**src/rtl/serdesphy_link_sequencer.sv**
```systemverilog
// -----------------------------------------------------------------------------
// serdesphy_link_sequencer
//   Power-up and recovery sequencer for the PHY clock manager. A CSR link
//   enable walks the PHY through enable, PLL reset release and CDR reset
//   release. It waits for PLL lock and then CDR lock, each wait bounded by a
//   timeout. Timeouts and loss of lock cause bounded retries; once the retries
//   are used up the sequencer parks in FAIL until the link enable is dropped.
//
// Ports
//   clk_ref_24m    in   1        24 MHz reference clock
//   rst_n          in   1        async active-low reset
//   i_link_en      in   1        CSR level: 1 = bring link up, 0 = shut down
//   i_pll_lock     in   1        PLL lock from clock manager
//   i_cdr_lock     in   1        CDR lock from clock manager
//   o_phy_en       out  1        PHY global enable
//   o_pll_rst      out  1        PLL reset
//   o_cdr_rst      out  1        CDR reset
//   o_link_up      out  1        1 while in LINK_UP
//   o_fail         out  1        1 while in FAIL
//   o_lock_lost    out  1        1-cycle pulse when lock drops in LINK_UP
//   o_state        out  3        encoded FSM state (CSR readback)
//   o_retry_cnt    out  RETRY_W  retries used in the current attempt
// -----------------------------------------------------------------------------
module serdesphy_link_sequencer #(
    parameter int unsigned RST_CYCLES  = 8,
    parameter int unsigned PLL_TIMEOUT = 512,
    parameter int unsigned CDR_TIMEOUT = 256,
    parameter int unsigned CNT_W       = 10,
    parameter int unsigned MAX_RETRY   = 3,
    parameter int unsigned RETRY_W     = 2
) (
    input  logic               clk_ref_24m,
    input  logic               rst_n,
    input  logic               i_link_en,
    input  logic               i_pll_lock,
    input  logic               i_cdr_lock,
    output logic               o_phy_en,
    output logic               o_pll_rst,
    output logic               o_cdr_rst,
    output logic               o_link_up,
    output logic               o_fail,
    output logic               o_lock_lost,
    output logic [2:0]         o_state,
    output logic [RETRY_W-1:0] o_retry_cnt
);

    typedef enum logic [2:0] {
        ST_IDLE     = 3'd0,
        ST_RESET    = 3'd1,
        ST_PLL_WAIT = 3'd2,
        ST_CDR_WAIT = 3'd3,
        ST_LINK_UP  = 3'd4,
        ST_FAIL     = 3'd5
    } state_t;

    // Last timer value of each timed state: the exit happens on the next edge.
    localparam logic [CNT_W-1:0]   RST_LAST  = CNT_W'(RST_CYCLES - 1);
    localparam logic [CNT_W-1:0]   PLL_LAST  = CNT_W'(PLL_TIMEOUT - 1);
    localparam logic [CNT_W-1:0]   CDR_LAST  = CNT_W'(CDR_TIMEOUT - 1);
    localparam logic [RETRY_W-1:0] RETRY_MAX = RETRY_W'(MAX_RETRY);

    state_t               r_state;
    state_t               w_state_nxt;
    logic [CNT_W-1:0]     r_timer;
    logic [RETRY_W-1:0]   r_retry_cnt;
    logic [RETRY_W-1:0]   w_retry_nxt;
    logic                 w_retry;
    logic                 w_lock_lost_nxt;

    logic                 r_phy_en;
    logic                 r_pll_rst;
    logic                 r_cdr_rst;
    logic                 r_link_up;
    logic                 r_fail;
    logic                 r_lock_lost;
    logic                 w_phy_en_nxt;
    logic                 w_pll_rst_nxt;
    logic                 w_cdr_rst_nxt;
    logic                 w_link_up_nxt;
    logic                 w_fail_nxt;

    // State register, timer, retry counter and registered outputs.
    always_ff @(posedge clk_ref_24m or negedge rst_n) begin
        if (!rst_n) begin
            r_state     <= ST_IDLE;
            r_timer     <= '0;
            r_retry_cnt <= '0;
            r_phy_en    <= 1'b0;
            r_pll_rst   <= 1'b1;
            r_cdr_rst   <= 1'b1;
            r_link_up   <= 1'b0;
            r_fail      <= 1'b0;
            r_lock_lost <= 1'b0;
        end else begin
            r_state     <= w_state_nxt;
            r_retry_cnt <= w_retry_nxt;
            r_phy_en    <= w_phy_en_nxt;
            r_pll_rst   <= w_pll_rst_nxt;
            r_cdr_rst   <= w_cdr_rst_nxt;
            r_link_up   <= w_link_up_nxt;
            r_fail      <= w_fail_nxt;
            r_lock_lost <= w_lock_lost_nxt;
            if (w_state_nxt != r_state) begin
                r_timer <= '0;
            end else begin
                r_timer <= r_timer + CNT_W'(1);
            end
        end
    end

    // Next-state, retry bookkeeping and output decode of the next state.
    always_comb begin
        w_state_nxt     = r_state;
        w_retry_nxt     = r_retry_cnt;
        w_retry         = 1'b0;
        w_lock_lost_nxt = 1'b0;
        w_phy_en_nxt    = 1'b0;
        w_pll_rst_nxt   = 1'b1;
        w_cdr_rst_nxt   = 1'b1;
        w_link_up_nxt   = 1'b0;
        w_fail_nxt      = 1'b0;

        if (!i_link_en) begin
            w_state_nxt = ST_IDLE;
            w_retry_nxt = '0;
        end else begin
            unique case (r_state)
                ST_IDLE: begin
                    w_state_nxt = ST_RESET;
                end
                ST_RESET: begin
                    if (r_timer == RST_LAST) begin
                        w_state_nxt = ST_PLL_WAIT;
                    end
                end
                ST_PLL_WAIT: begin
                    // Lock is checked before the timeout so a same-cycle lock wins.
                    if (i_pll_lock) begin
                        w_state_nxt = ST_CDR_WAIT;
                    end else if (r_timer == PLL_LAST) begin
                        w_retry = 1'b1;
                    end
                end
                ST_CDR_WAIT: begin
                    if (!i_pll_lock) begin
                        w_retry = 1'b1;
                    end else if (i_cdr_lock) begin
                        w_state_nxt = ST_LINK_UP;
                    end else if (r_timer == CDR_LAST) begin
                        w_retry = 1'b1;
                    end
                end
                ST_LINK_UP: begin
                    if (!i_pll_lock || !i_cdr_lock) begin
                        w_lock_lost_nxt = 1'b1;
                        w_retry         = 1'b1;
                    end
                end
                ST_FAIL: begin
                    w_state_nxt = ST_FAIL;
                end
                default: begin
                    w_state_nxt = ST_IDLE;
                end
            endcase

            if (w_retry) begin
                if (r_retry_cnt < RETRY_MAX) begin
                    w_retry_nxt = r_retry_cnt + RETRY_W'(1);
                    w_state_nxt = ST_RESET;
                end else begin
                    w_state_nxt = ST_FAIL;
                end
            end

            // A successful bring-up starts a fresh retry budget.
            if ((w_state_nxt == ST_LINK_UP) && (r_state != ST_LINK_UP)) begin
                w_retry_nxt = '0;
            end
        end

        unique case (w_state_nxt)
            ST_IDLE: begin
                w_phy_en_nxt  = 1'b0;
                w_pll_rst_nxt = 1'b1;
                w_cdr_rst_nxt = 1'b1;
            end
            ST_RESET: begin
                w_phy_en_nxt  = 1'b1;
                w_pll_rst_nxt = 1'b1;
                w_cdr_rst_nxt = 1'b1;
            end
            ST_PLL_WAIT: begin
                w_phy_en_nxt  = 1'b1;
                w_pll_rst_nxt = 1'b0;
                w_cdr_rst_nxt = 1'b1;
            end
            ST_CDR_WAIT: begin
                w_phy_en_nxt  = 1'b1;
                w_pll_rst_nxt = 1'b0;
                w_cdr_rst_nxt = 1'b0;
            end
            ST_LINK_UP: begin
                w_phy_en_nxt  = 1'b1;
                w_pll_rst_nxt = 1'b0;
                w_cdr_rst_nxt = 1'b0;
                w_link_up_nxt = 1'b1;
            end
            ST_FAIL: begin
                w_phy_en_nxt  = 1'b0;
                w_pll_rst_nxt = 1'b1;
                w_cdr_rst_nxt = 1'b1;
                w_fail_nxt    = 1'b1;
            end
            default: begin
                w_phy_en_nxt  = 1'b0;
                w_pll_rst_nxt = 1'b1;
                w_cdr_rst_nxt = 1'b1;
            end
        endcase
    end

    assign o_phy_en    = r_phy_en;
    assign o_pll_rst   = r_pll_rst;
    assign o_cdr_rst   = r_cdr_rst;
    assign o_link_up   = r_link_up;
    assign o_fail      = r_fail;
    assign o_lock_lost = r_lock_lost;
    assign o_state     = r_state;
    assign o_retry_cnt = r_retry_cnt;

endmodule

```
**config.mk**
```make
export PLATFORM = sky130hd
export DESIGN_NAME = serdesphy_link_sequencer
export DESIGN_NICKNAME = d
export VERILOG_FILES = /design/src/rtl/serdesphy_link_sequencer.sv
export SDC_FILE = /design/constraint.sdc
export NUM_CORES = 1
export LEC_CHECK = 0
export CAP_MARGIN = 10
export CORE_MARGIN = 5
export CORE_UTILIZATION = 57
export DETAILED_ROUTE_END_ITERATION = 10
export PLACE_DENSITY_LB_ADDON = 0.25
export SYNTH_ARGS = -nofsm -noshare
export SYNTH_HDL_FRONTEND = slang
export SYNTH_SLANG_ARGS = --single-unit
```
**constraint.sdc**
```tcl
create_clock -name clk_ref_24m -period 3.45 [get_ports clk_ref_24m]
set_input_delay 0.69 -clock clk_ref_24m [delete_from_list [all_inputs] [get_ports clk_ref_24m]]
set_output_delay 0.69 -clock clk_ref_24m [all_outputs]
set_load 0.02 [all_outputs]
```
==> impl_results.md, run 1 <==
* Mapped Cells at 120
* R2R cell count at 6
* Pin count of the biggest net entering global routing at 22
* Clock-pin slew on the worst setup and hold paths at 0.11 ns
* CP max FO at 6
* Required @ worst endpoint at 3.64 ns
* WS Path Type: input pin to register
* Buffers & Inverters on Critical Path at 1
* Routed WL at 2.40 mm
* Chip height at 55.5 um
* DP HPWL at 1.75 mm
* M1 wire length at 1.09 mm
* Tightest Hold Check Type: register to register
* Crit path arrival time at 2.53 ns
* DR iter-0 viols at 50
* Max Root-Sink Buffers at 2
* Num rows at 16
* Net Sw Frac at 26.6%
* Die width at 55.5 um
* Worst Setup SP: i_pll_lock
* DRC violations left at 0
* Final Hold Vio Count at 0
* Most frequently used flop master after synthesis: dfrtp_1
* Worst Setup EP: o_phy_en
* Syn_nets at 127
* Most frequent cells after synthesis: dfrtp_1, nor2_1, nor3_1
* RSZ-0062 raised after global routing: false
* Vias in the first global route at 891
* Met3 WL post-DR at 176 um
* Worst-Skew Late Latency at 0.30 ns
* Remaining Overflow, GRT at 0
* Period minus WS final at 2.34 ns
* Via-per-instance ratio at 6.11
* Post-synth EDFFs at 0
* Crit-path cells: clkdlybuf4s50_1, nor3b_1, o2111ai_2, nand3_1, or4_1, o311a_1
* Final Skew at 0.000969 ns
* Internal power at 0.335 mW
* Slew @ Worst Pin at 0.931 ns
* Leak at 0.557 nW
* H-tree Lvls at 1
* Fin util at 70.1%
* Area delta synth->final at 16.3%
* Seq pwr share at 59.2%
* Core area at 1960 um2
* Synth Warn # at 0
* Hold buffers post-CTS at 0
* Port bufs at 15
* FMAX at 428 MHz
* Mapped Area at 1180 um2
* Max VDD drop at 0.245 mV
* Sink Count at 21
* # Post-CTS Setup Buffers at 0
* Synth top area share at 40.2%
* CTS tree: yes
* Top post-synthesis cells by area: dfrtp_1, nor3_1, dfstp_2, nor2_1, xor2_1
* Largest area contributor in the netlist: dfrtp_1
* N_diodes at 0
* Fillers at 166
* Multi-input logic area at 618 um2
* Setup TNS at 0 ns
* Crit. End Element: register
* Max cap viols at 0
* Gate power share at 15.3%
* Clk pwr share at 25.4%
* Top delay family on crit path: simple AND/OR/NAND/NOR gates
* Critical path depth at 6
* Crit share post-route at 67.8%
* Syn Area/Cell at 9.85 um2
* Critical path's slowest cell: or4_1
* Register area share after synthesis at 44.7%
* Starting Density at 60.3%
* TritonCTS Buffers at 3
* Seq. cell area at 528 um2
* Global-route wire length before repair at 4.00 mm
* Die area at 3090 um2
* WL per Instance at 14.7 um
* CTS root buf: clkbuf_4
* Fraction of layout cells with a size suffix above 1 at 8.82%
* Post-synth ARST share at 100%
* Post-synthesis cell type count at 39
* Max-slew violation count at 0
* Outcome: finished clean
* ANT nets after route at 0
* Vias at 996
* Critical path launch point type: input pin
* Final #Nets at 144
* Power density cells at 332 nW/um2
* Io pins at 16
* R2r setup slk at 1.37 ns
* # setup viols final at 0
* Max incr delay on CP at 0.57 ns
* Initial antenna violation count at 0
* Synthesized flop and latch total at 21
* Drt pass-1 iters at 4
* Top sig layer: met4
* Metal2 WL at 1.09 mm
* NetSw at 0.122 mW
* Most common cell in the synthesized netlist: dfrtp_1
* Slew margin rel. at 37.7%
* Reg2reg end: o_phy_en
* Worst setup margin at 1.11 ns
* Post-CTS Resized at 0
* All-Layer GR Usage at 15.7%
* Reg2reg start: r_timer[0]
* GPL Wtd Cong at 0.956
* Pre-CTS WS at 0.805 ns
## sequential cells by signal (all words and copies together) (netlist names)
name / cells
o_lock_lost: 1
o_link_up: 1
o_phy_en: 1
o_retry_cnt: 2
o_pll_rst: 1
r_timer: 10
o_state: 3
o_fail: 1
o_cdr_rst: 1
## worst min path at each step
| stage | slack, ns | cells past startpoint | to | from |
|---|---|---|---|---|
| after floorplan | 0.39 | 0 | o_fail | rst_n |
| after global placement | 0.46 | 1 | r_timer[0] | r_timer[0] |
| after detailed placement | 0.46 | 1 | r_timer[0] | r_timer[0] |
| after CTS | 0.48 | 1 | r_timer[0] | r_timer[0] |
| after global routing | 0.52 | 1 | r_timer[0] | r_timer[0] |
| final | 0.48 | 1 | r_timer[0] | r_timer[0] |
## placed cells by master (no fill, tap or decap), types with 2 or more instances in the layout
| master | synthesis | routed |
|---|---|---|
| nor3b_1 | 3 | 3 |
| mux2i_1 | 2 | 2 |
| xor2_1 | 5 | 5 |
| nor4_1 | 3 | 3 |
| nand3_1 | 7 | 7 |
| clkdlybuf4s50_1 | 0 | 15 |
| and4_1 | 2 | 2 |
| nor3_1 | 12 | 12 |
| inv_1 | 5 | 5 |
| ha_1 | 2 | 2 |
| clkbuf_4 | 0 | 3 |
| nor2_1 | 12 | 12 |
| dfstp_2 | 2 | 2 |
| a31oi_1 | 4 | 4 |
| xnor2_1 | 4 | 4 |
| dfrtp_1 | 19 | 19 |
| nand2_1 | 6 | 6 |
| and3_1 | 2 | 2 |
| nor2b_1 | 3 | 3 |
| and2_1 | 3 | 3 |
| o21ai_0 | 4 | 4 |
## worst register-to-register path, cell delays in order (launching register included)
cell       delay (ns)
dfrtp_1          0.41
ha_1             0.24
and3_1           0.25
o2111ai_2        0.15
nand3_1          0.22
or4_1            0.57
o311a_1          0.13
## routing by layer
| metal | vias up | track usage [%] |
|---|---|---|
| li1 | 478 | - |
| met1 | 470 | 21.6 |
| met2 | 44 | 23.6 |
| met3 | 4 | 3.03 |
| met4 | 0 | 7.29 |
| met5 | - | 0 |
## logic make-up (layout without fill, tap and decap cells)
group	Yosys count	count (layout)	synth area share, %
and+or+nand+nor	58	58	26.4
DFF	21	21	44.7
AOI/OAI and AO/OA	20	20	15.5
xor gates and xnor gates	9	9	6.67
buffers and inverters	8	24	3.07
adders and majority gates	2	2	2.12
muxes	2	2	1.69
## metrics by stage
stage	std cells	instance area [um2]	hold WS (ns)	power, mW
6_report	163	1380	0.477	0.457
4_1_cts	163	1380	0.481	0.460
3_3_place_gp	159	1350	0.455	0.342
5_1_grt	163	1380	0.517	0.482
2_1_floorplan	120	1180	0.394	0.319
3_5_place_dp	159	1350	0.465	0.345
## power groups by stage
| stage | Combinational [mW] | Clock [mW] | Sequential, mW |
|---|---|---|---|
| floorplan | 0.0447 | 0 | 0.275 |
| detailed placement | 0.0700 | 0 | 0.275 |
| global placement | 0.0672 | 0 | 0.275 |
| finish | 0.0701 | 0.116 | 0.271 |
| global route | 0.0778 | 0.131 | 0.274 |
| CTS | 0.0704 | 0.119 | 0.271 |
## layout make-up
type                            count  share of cell area [%]
Timing Repair Buffer               15                    10.9
Inverter                            5                    1.36
Sequential cell                    21                    38.4
Tap cell                           27                    2.46
Multi-Input combinational cell     91                    44.9
Clock buffer                        4                    1.91
No activity file was read; power rests on OpenSTA's default activity.
==> run 2: changes to the inputs <==
--- a/config.mk
+++ b/config.mk
@@ -7,7 +7,7 @@
 export LEC_CHECK = 0
 export CAP_MARGIN = 10
 export CORE_MARGIN = 5
-export CORE_UTILIZATION = 57
+export CORE_UTILIZATION = 48
 export DETAILED_ROUTE_END_ITERATION = 10
 export PLACE_DENSITY_LB_ADDON = 0.25
 export SYNTH_ARGS = -nofsm -noshare
==> constraint.sdc (replaced) <==
create_clock -name clk_ref_24m -period 2.1 [get_ports clk_ref_24m]
set_input_delay 0.42 -clock clk_ref_24m [delete_from_list [all_inputs] [get_ports clk_ref_24m]]
set_output_delay 0.42 -clock clk_ref_24m [all_outputs]
set_load 0.02 [all_outputs]
==> run 2 against run 1 <==
Clock-buffer cell count decreased by 1. Critical endpoint is now o_state[0]. Die area increased by 15%. Via count increased by 4.5%. Largest cell class unchanged.
==> impl_results.md, run 2 (synthesis gave the netlist of run 1 again) <==
* Vias in the first global route at 1039 (was 891)
* Final #Nets at 158 (was 144)
* WL per Instance at 14.6 um (was 14.7 um)
* # setup viols final at 0 (unchanged)
* Max-slew violation count at 0 (unchanged)
* RSZ-0062 raised after global routing: false (unchanged)
* Setup TNS at 0 ns (unchanged)
* Post-route cell area at 1490 um2 (was 1380 um2)
* Initial antenna violation count at 0 (unchanged)
* Core area at 2410 um2 (was 1960 um2)
* Area delta synth->final at 26.2% (was 16.3%)
* Slew @ Worst Pin at 0.436 ns (was 0.931 ns)
* N_diodes at 0 (unchanged)
* Global-route wire length before repair at 4.47 mm (was 4.00 mm)
* Seq. cell area at 528 um2 (unchanged)
* Fillers at 213 (was 166)
* Biggest register: r_timer (unchanged)
* Dpl cells at 176 (was 159)
* Sink Count at 21 (unchanged)
* Multi-input logic area at 626 um2 (was 618 um2)
* Outcome: finished clean (unchanged)
* Final Hold Vio Count at 0 (unchanged)
* CTS root buf: clkbuf_4 (unchanged)
* Max FFs per register at 10 (unchanged)
* Starting Density at 49.1% (was 60.3%)
* Port bufs at 15 (unchanged)
* GPL Wtd Cong at 0.921 (was 0.956)
* Power density cells at 517 nW/um2 (was 332 nW/um2)
* Vias at 1041 (was 996)
* ANT nets after route at 0 (unchanged)
* Required @ worst endpoint at 1.68 ns (was 3.64 ns)
* Crit path arrival time at 1.59 ns (was 2.53 ns)
* Non-Filler Instances at 180 (was 163)
* TritonCTS Buffers at 3 (unchanged)
* CP max FO at 10 (was 6)
* Slew margin rel. at 70.9% (was 37.7%)
* Fraction of layout cells with a size suffix above 1 at 18.0% (was 8.82%)
* Chip height at 59.6 um (was 55.5 um)
* Num rows at 18 (was 16)
* Pin count of the biggest net entering global routing at 22 (unchanged)
* Crit share post-route at 95.7%
* Final Skew at 0.00110 ns (was 0.000969 ns)
* Crit. End Element: output port (was register)
* All-Layer GR Usage at 16.8% (was 15.7%)
* Max VDD drop at 0.400 mV (was 0.245 mV)
* Io pins at 16 (unchanged)
* Dpl cell area at 1460 um2 (was 1350 um2)
* Period minus WS final at 2.01 ns
* Die width at 59.6 um (was 55.5 um)
* Via-per-instance ratio at 5.78 (was 6.11)
* H-tree Lvls at 1 (unchanged)
* Die area at 3560 um2 (was 3090 um2)
* DR iter-0 viols at 28 (was 50)
* CTS tree: yes (unchanged)
* Fin util at 61.9% (was 70.1%)
* R2R cell count at 6 (unchanged)
* FMAX at 498 MHz
* Leak at 0.627 nW (was 0.557 nW)
* Hold buffers post-CTS at 0 (unchanged)
* Max cap viols at 0 (unchanged)
* WS Path Type: register to output port (was input pin to register)
* Reg2reg start: r_timer[0] (unchanged)
* Max Root-Sink Buffers at 2 (unchanged)
* Reg2reg end: o_phy_en (unchanged)
* Commonest non-fill, non-tap cell in the layout: dfrtp_1 (unchanged)
* Routed WL at 2.63 mm (was 2.40 mm)
* DP HPWL at 2.07 mm (was 1.75 mm)
* Worst-Skew Late Latency at 0.30 ns (about the same)
* Most frequent cells in the layout: dfrtp_1, clkdlybuf4s50_1, buf_4 (was dfrtp_1, clkdlybuf4s50_1, nor3_1, nor2_1, nand3_1)
* DRC violations left at 0 (unchanged)
* Critical path launch point type: register (was input pin)
* Remaining Overflow, GRT at 0 (unchanged)
* Clock-pin slew on the worst setup and hold paths at 0.12 ns (was 0.11 ns)
* R2r setup slk at 0.13 ns (was 1.37 ns)
* Drt pass-1 iters at 4 (unchanged)
* Tightest Hold Check Type: input pin to asynchronous set/reset pin (was register to register)
## run 2: changes by cell type in the layout (fill, tap and decap cells not counted), sizes merged
cell    before  now
buf          0   14
clkbuf       4    3
clkinv       0    1
## run 2: metal layers
| metal | part of all wire [%] | vias to the layer above | wire, um | GRT usage, % |
|---|---|---|---|---|
| li1 | - | 505 | - | - |
| met1 | 40 | 508 | 1050 | 18.6 |
| met2 | 54 | 24 | 1420 | 30.0 |
| met3 | 4.8 | 4 | 127 | 3.92 |
| met4 | 1.4 | 0 | 36 | 8.23 |
| met5 | 0 | - | 0 | 0 |
## run 2: cell type report
type                    count  share of cell area, %
multi-input cells          91                   41.9
flip-flops and latches     21                   35.4
repair buffers             29                   17.1
well taps                  30                   2.51
clock buffers               3                   1.51
inverters                   5                   1.26
clock inverters             1                  0.335
## run 2: what timing repair did
action	in CTS	in global routing
hold endpoints to repair	0	0
buffers inserted	0	0
gates resized for setup	0	1
endpoints found under the setup margin	0	10
## run 2: critical path, stage by stage (launching register included)
cell and delay, ns:
dfrtp_1 0.47, buf_4 0.21, clkdlybuf4s50_1 0.61
## run 2: stage by stage
step	hold slack [ns]	setup slack, ns	total power, mW
3_5_place_dp	0.468	-0.176	0.583
3_3_place_gp	0.466	-0.117	0.578
2_1_floorplan	0.124	0.204	0.525
4_1_cts	0.449	0.0649	0.779
5_1_grt	0.451	0.0000430	0.817
6_report	0.443	0.0904	0.772
## run 2: how the worst max path moves through the flow
| stage | start | endpoint | slack (ns) |
|---|---|---|---|
| floorplan | o_state[2] | o_phy_en | 0.20 |
| global placement | i_pll_lock | o_phy_en | -0.12 |
| detailed placement | i_cdr_lock | r_timer[3] | -0.18 |
| global route | o_state[2] | o_state[2] | 0.00004 |
| finish | o_state[0] | o_state[0] | 0.09 |
| CTS | r_timer[0] | r_timer[3] | 0.06 |
## run 2: power by group
group          total, mW  leakage, nW  internal, mW  switching, mW
registers          0.442        0.280         0.425         0.0172
logic              0.133        0.329        0.0630         0.0696
clock network      0.197       0.0177        0.0709          0.126
total              0.772        0.627         0.559          0.213
